`src/rtl/alu_pkg.sv`:
```
// Shared ALU definitions: opcode tags, flag bit positions and the buffered entry layout.
package alu_pkg;

    localparam int unsigned ALU_WIDTH = 8;
    localparam int unsigned ALU_OPW   = 3;

    // Opcode tags; the top opcode bit marks an arithmetic operation.
    localparam int unsigned OP_ARITH_BIT = ALU_OPW - 1;
    localparam logic [ALU_OPW-1:0] OP_AND = 3'b000;
    localparam logic [ALU_OPW-1:0] OP_OR  = 3'b001;
    localparam logic [ALU_OPW-1:0] OP_XOR = 3'b010;
    localparam logic [ALU_OPW-1:0] OP_NOT = 3'b011;
    localparam logic [ALU_OPW-1:0] OP_ADD = 3'b100;
    localparam logic [ALU_OPW-1:0] OP_SUB = 3'b101;

    // Flag vector {C, N, Z, P}.
    localparam int unsigned FLG_C = 3;
    localparam int unsigned FLG_N = 2;
    localparam int unsigned FLG_Z = 1;
    localparam int unsigned FLG_P = 0;

    typedef struct packed {
        logic [ALU_WIDTH-1:0] result;
        logic [ALU_OPW-1:0]   op;
        logic [3:0]           flags;
    } alu_entry_t;

endpackage

```
`src/rtl/alu_flag_gen.sv`:
```
// Combinational status flag derivation for one ALU result.
//   result_i : ALU result
//   carry_i  : adder carry-out (only meaningful for arithmetic ops)
//   op_i     : opcode tag, MSB set for arithmetic ops
//   flags_o  : {C, N, Z, P}
module alu_flag_gen
    import alu_pkg::*;
#(
    parameter int unsigned WIDTH = 8,
    parameter int unsigned OPW   = 3
) (
    input  logic [WIDTH-1:0] result_i,
    input  logic             carry_i,
    input  logic [OPW-1:0]   op_i,
    output logic [3:0]       flags_o
);

    // Only the arithmetic marker bit of the opcode affects the flags.
    logic unused_op;
    assign unused_op = ^op_i[OPW-2:0];

    always_comb begin
        flags_o        = 4'b0000;
        flags_o[FLG_C] = carry_i & op_i[OPW-1];
        flags_o[FLG_N] = result_i[WIDTH-1];
        flags_o[FLG_Z] = (result_i == '0);
        flags_o[FLG_P] = ^result_i;
    end

endmodule

```
`src/rtl/alu_result_stage.sv`:
```
// Two-entry skid buffer capturing ALU results with opcode tag and flags.
//   clk, rst_n           : clock, async active-low reset
//   in_valid/in_ready    : upstream handshake
//   in_result/carry/op   : captured ALU result, carry-out and opcode tag
//   out_valid/out_ready  : downstream handshake
//   out_result/op/flags  : head entry payload
//   out_count            : wrapping count of pops since reset
module alu_result_stage
    import alu_pkg::*;
#(
    parameter int unsigned WIDTH = 8,
    parameter int unsigned OPW   = 3
) (
    input  logic             clk,
    input  logic             rst_n,
    input  logic             in_valid,
    output logic             in_ready,
    input  logic [WIDTH-1:0] in_result,
    input  logic             in_carry,
    input  logic [OPW-1:0]   in_op,
    output logic             out_valid,
    input  logic             out_ready,
    output logic [WIDTH-1:0] out_result,
    output logic [OPW-1:0]   out_op,
    output logic [3:0]       out_flags,
    output logic [15:0]      out_count
);

    typedef struct packed {
        logic [WIDTH-1:0] result;
        logic [OPW-1:0]   op;
        logic [3:0]       flags;
    } entry_t;

    // Occupancy states.
    localparam logic [1:0] ST_EMPTY = 2'd0;
    localparam logic [1:0] ST_ONE   = 2'd1;
    localparam logic [1:0] ST_FULL  = 2'd2;

    logic [1:0]  state_q, state_d;
    logic        wr_ptr_q, wr_ptr_d;
    logic        rd_ptr_q, rd_ptr_d;
    logic [15:0] count_q, count_d;
    entry_t      mem_q [2];
    logic [3:0]  flags_c;
    logic        push_c;
    logic        pop_c;

    alu_flag_gen #(
        .WIDTH (WIDTH),
        .OPW   (OPW)
    ) u_flag_gen (
        .result_i (in_result),
        .carry_i  (in_carry),
        .op_i     (in_op),
        .flags_o  (flags_c)
    );

    // Handshake derived from registered occupancy only.
    assign in_ready  = (state_q != ST_FULL);
    assign out_valid = (state_q != ST_EMPTY);
    assign push_c    = in_valid && in_ready;
    assign pop_c     = out_valid && out_ready;

    // Next-state, pointer and counter logic.
    always_comb begin
        state_d  = state_q;
        wr_ptr_d = wr_ptr_q ^ push_c;
        rd_ptr_d = rd_ptr_q ^ pop_c;
        count_d  = pop_c ? count_q + 16'd1 : count_q;
        case (state_q)
            ST_EMPTY: if (push_c) state_d = ST_ONE;
            ST_ONE: begin
                if (push_c && !pop_c)      state_d = ST_FULL;
                else if (!push_c && pop_c) state_d = ST_EMPTY;
            end
            ST_FULL:  if (pop_c) state_d = ST_ONE;
            default:  state_d = ST_EMPTY;
        endcase
    end

    // Control registers.
    always_ff @(posedge clk or negedge rst_n) begin
        if (!rst_n) begin
            state_q  <= ST_EMPTY;
            wr_ptr_q <= 1'b0;
            rd_ptr_q <= 1'b0;
            count_q  <= 16'd0;
        end else begin
            state_q  <= state_d;
            wr_ptr_q <= wr_ptr_d;
            rd_ptr_q <= rd_ptr_d;
            count_q  <= count_d;
        end
    end

    // Entry storage; only the write-pointer slot changes on a push.
    always_ff @(posedge clk or negedge rst_n) begin
        if (!rst_n) begin
            mem_q[0] <= '0;
            mem_q[1] <= '0;
        end else if (push_c) begin
            mem_q[wr_ptr_q] <= '{result: in_result, op: in_op, flags: flags_c};
        end
    end

    assign out_result = mem_q[rd_ptr_q].result;
    assign out_op     = mem_q[rd_ptr_q].op;
    assign out_flags  = mem_q[rd_ptr_q].flags;
    assign out_count  = count_q;

endmodule

```
`config.mk`:
```
export PLATFORM = sky130hd
export DESIGN_NAME = alu_result_stage
export DESIGN_NICKNAME = d
export VERILOG_FILES = /design/src/rtl/alu_pkg.sv /design/src/rtl/alu_flag_gen.sv /design/src/rtl/alu_result_stage.sv
export SDC_FILE = /design/constraint.sdc
export NUM_CORES = 1
export LEC_CHECK = 0
export ABC_AREA = 0
export BUFFER_PORTS_ARGS = -buffer_cell sky130_fd_sc_hd__buf_4
export CORE_MARGIN = 4
export CORE_UTILIZATION = 55
export CTS_BUF_LIST = sky130_fd_sc_hd__clkbuf_8
export CTS_CLUSTER_DIAMETER = 120
export DETAILED_ROUTE_END_ITERATION = 16
export PLACE_DENSITY = 0.81
export SLEW_MARGIN = 25
export SYNTH_ARGS = -nofsm -noshare
export SYNTH_HDL_FRONTEND = slang
export SYNTH_SLANG_ARGS = --single-unit
export TNS_END_PERCENT = 50
```
`constraint.sdc`:
```
create_clock -name clk -period 2.6 [get_ports clk]
set_input_delay 0.26 -clock clk [delete_from_list [all_inputs] [get_ports clk]]
set_output_delay 0.26 -clock clk [all_outputs]
set_load 0.02 [all_outputs]
```
==> run metrics <==
status finished, final reports clean; Comb pwr share 40.8%; Net Sw Power 1091 uW; Clock Skew 0.006910 ns; worst skew pair latency 0.30 ns; Die ar. 0.005134 mm2; Post-synth top cells 48 x dfrtp_1, 26 x mux2_2, 25 x nand2_1; Reg clk slew, reported paths 0.09 ns; final hold violation count 0; Critical Path RT 2.34 ns; number of clock sinks 48; first-pass GRT wire length 7479 um; syn_nets 215; Crit path arrival time 1.69 ns; setup TNS 0 ns; RePlAce Congestion 0.7675; final cycle utilization of the critical path 74.89%; predominant post-synthesis flop cell dfrtp_1; Pint 1971 uW; Worst setup SP type flop; largest net degree at the start of global routing 49; total track usage 18.48%; register share of total power 40.3%; synth unique cells 31; H-tree depth 2; Crit. End Element output port; Min-Delay Startpoint out_ready; CTS tree yes; residual overflow from global routing 0; Iter 0 DRT Violations 49; Avg WL per Cell 14.84 um; Seq/Total Area, Yosys 53.90%; ys async rst share 100.0%; initial antenna violation count 0; Final Worst Setup Slack 0.6529 ns; post-synth top area cell dfrtp_1; synth top area cells dfrtp_1 54%, mux2_2 13%, xnor2_1 4.3%; flops & latches, synth 48; Chip Height 71.65 um; Yosys top cell area share 53.90%; row cnt 22; Max rail drop VDD 0.0007660 V; Setup WS pre-CTS 0.7540 ns; Pwr Total 3062 uW; port buffer count 48; MaxCap Viol Count 0; fmax 513.6 MHz; crit-path max FO 17; Switching Fraction 35.62%; Syn-to-layout area delta 23.81%; Residual DRC 0; Post-Syn Instances 193; clock power share 18.9%; FF-to-FF End mem_q[24]; total core area 0.003799 mm2; Setup Buffers After CTS 0; CTS buffer count 5; Endpoint, Worst Hold state_q[1]; hold buffers post-CTS 1; r2r setup slk 0.69 ns; Top Layer Used met4; Syn Std Cell Area 0.002228 mm2; average vias per placed instance 5.219; root buffer cell clkbuf_8; Synth Area per Inst 11.55 um2; DRT antenna net count 0; Hold WC Path Type input pin to flop; Die Wd 71.65 um; clock tree buffer depth 2; Ys Warns 0; Slew HR 53.13%; met3 WL post-DR 270 um; final design utilization 72.63%; Final Max Tran Viols 0; worst hold path stage count 2; RR Startpoint state_q[0]; crit path time final 1.947 ns; setup violators final 0; Worst Max-Slew Pin Slew 0.7030 ns; leakage 0.001343 uW; final WL 4333 um; via count 1524; share of cells above drive strength 1 36.48%; M1 wire length 1827 um; P per Cell Area 1110 mW/mm2; final antenna diode count 0; starting density of the core 58.66%; RSZ-0062 raised after global routing false; I/O pins 49; number of enable flip-flop cells after synthesis 0; number of global-route vias before repair 1590; # resized after CTS 0; metal2 WL 2209 um; fin nets 265; reg2reg path depth 4; count leader, synth dfrtp_1; HPWL Detailed 3061 um; TritonRoute pass-1 iters 4; crit path kind flop to output port
[layout make-up]
cell class	count	area [um2]
Sequential cell	48	1201
Clock buffer	7	96.34
Timing Repair Buffer	50	377.9
Tap cell	48	60.06
Inverter	12	45.04
Multi-Input combinational cell	126	948.4
Clock inverter	1	30.03
Fill cell	276	1040
[flip-flops by register name, summed over array words and instances, names as in the netlist]
name and count:
wr_ptr_q 1, state_q 2, out_count 16, rd_ptr_q 1, mem_q 28
[layout by cell type (no fill, tap or decap), types with 2 or more instances in the layout]
| master | Yosys | layout |
|---|---|---|
| nor3_1 | 4 | 4 |
| mux2_2 | 26 | 26 |
| ha_1 | 6 | 6 |
| nor2_1 | 4 | 4 |
| buf_4 | 1 | 49 |
| nand4_1 | 3 | 3 |
| xnor2_1 | 11 | 11 |
| nand2_1 | 25 | 25 |
| and4_1 | 2 | 2 |
| o21ai_0 | 14 | 14 |
| dfrtp_1 | 48 | 48 |
| clkbuf_8 | 0 | 7 |
| a21oi_1 | 4 | 4 |
| nand3_1 | 5 | 5 |
| xor2_1 | 8 | 8 |
| inv_1 | 12 | 12 |
[worst max-delay path, stage by stage, from the launching register on]
cell	delay, ns
dfrtp_1	0.80
mux2_2	0.42
buf_4	0.16
[kinds of logic (layout without fill, tap and decap cells)]
logic type      count (synthesis)  count (layout)  synth area share (%)
xor+xnor                       19              19                 7.468
buf+inv                        19              70                 3.537
flops                          48              48                 53.90
simple gates                   53              53                 12.80
compound gates                 21              21                 5.334
mux                            27              27                 13.59
fa+ha+maj                       6               6                 3.369
[per-layer routing]
layer	GRT usage, %	up-vias
li1	-	751
met3	5.330	4
met2	32.14	40
met1	22.44	729
met5	0	-
met4	4.802	0
[how the worst max path moves through the flow]
stage	start	to	slack [ns]	depth (start not counted)
global placement	state_q[0]	mem_q[26]	0.80	4
global route	rd_ptr_q	out_flags[2]	0.59	2
finish	rd_ptr_q	out_flags[0]	0.65	2
detailed placement	state_q[0]	mem_q[20]	0.75	4
CTS	rd_ptr_q	out_flags[0]	0.66	2
floorplan	state_q[0]	mem_q[21]	0.65	6
[power by group through the flow]
stage	Combinational, uW	Clock, uW	Sequential (uW)
finish	1250	580	1230
global route	1350	629	1280
CTS	1260	589	1230
detailed placement	1250	0	1250
floorplan	821	0	1200
global placement	1220	0	1240
[through the flow]
stage	cells	area, um2	hold WS (ns)
2_1_floorplan	193	2228	-0.03559
3_3_place_gp	283	2623	0.3072
3_5_place_dp	283	2623	0.3081
4_1_cts	292	2759	0.1598
5_1_grt	292	2759	0.1725
6_report	292	2759	0.1640
No activity file was read; power rests on OpenSTA's default activity.
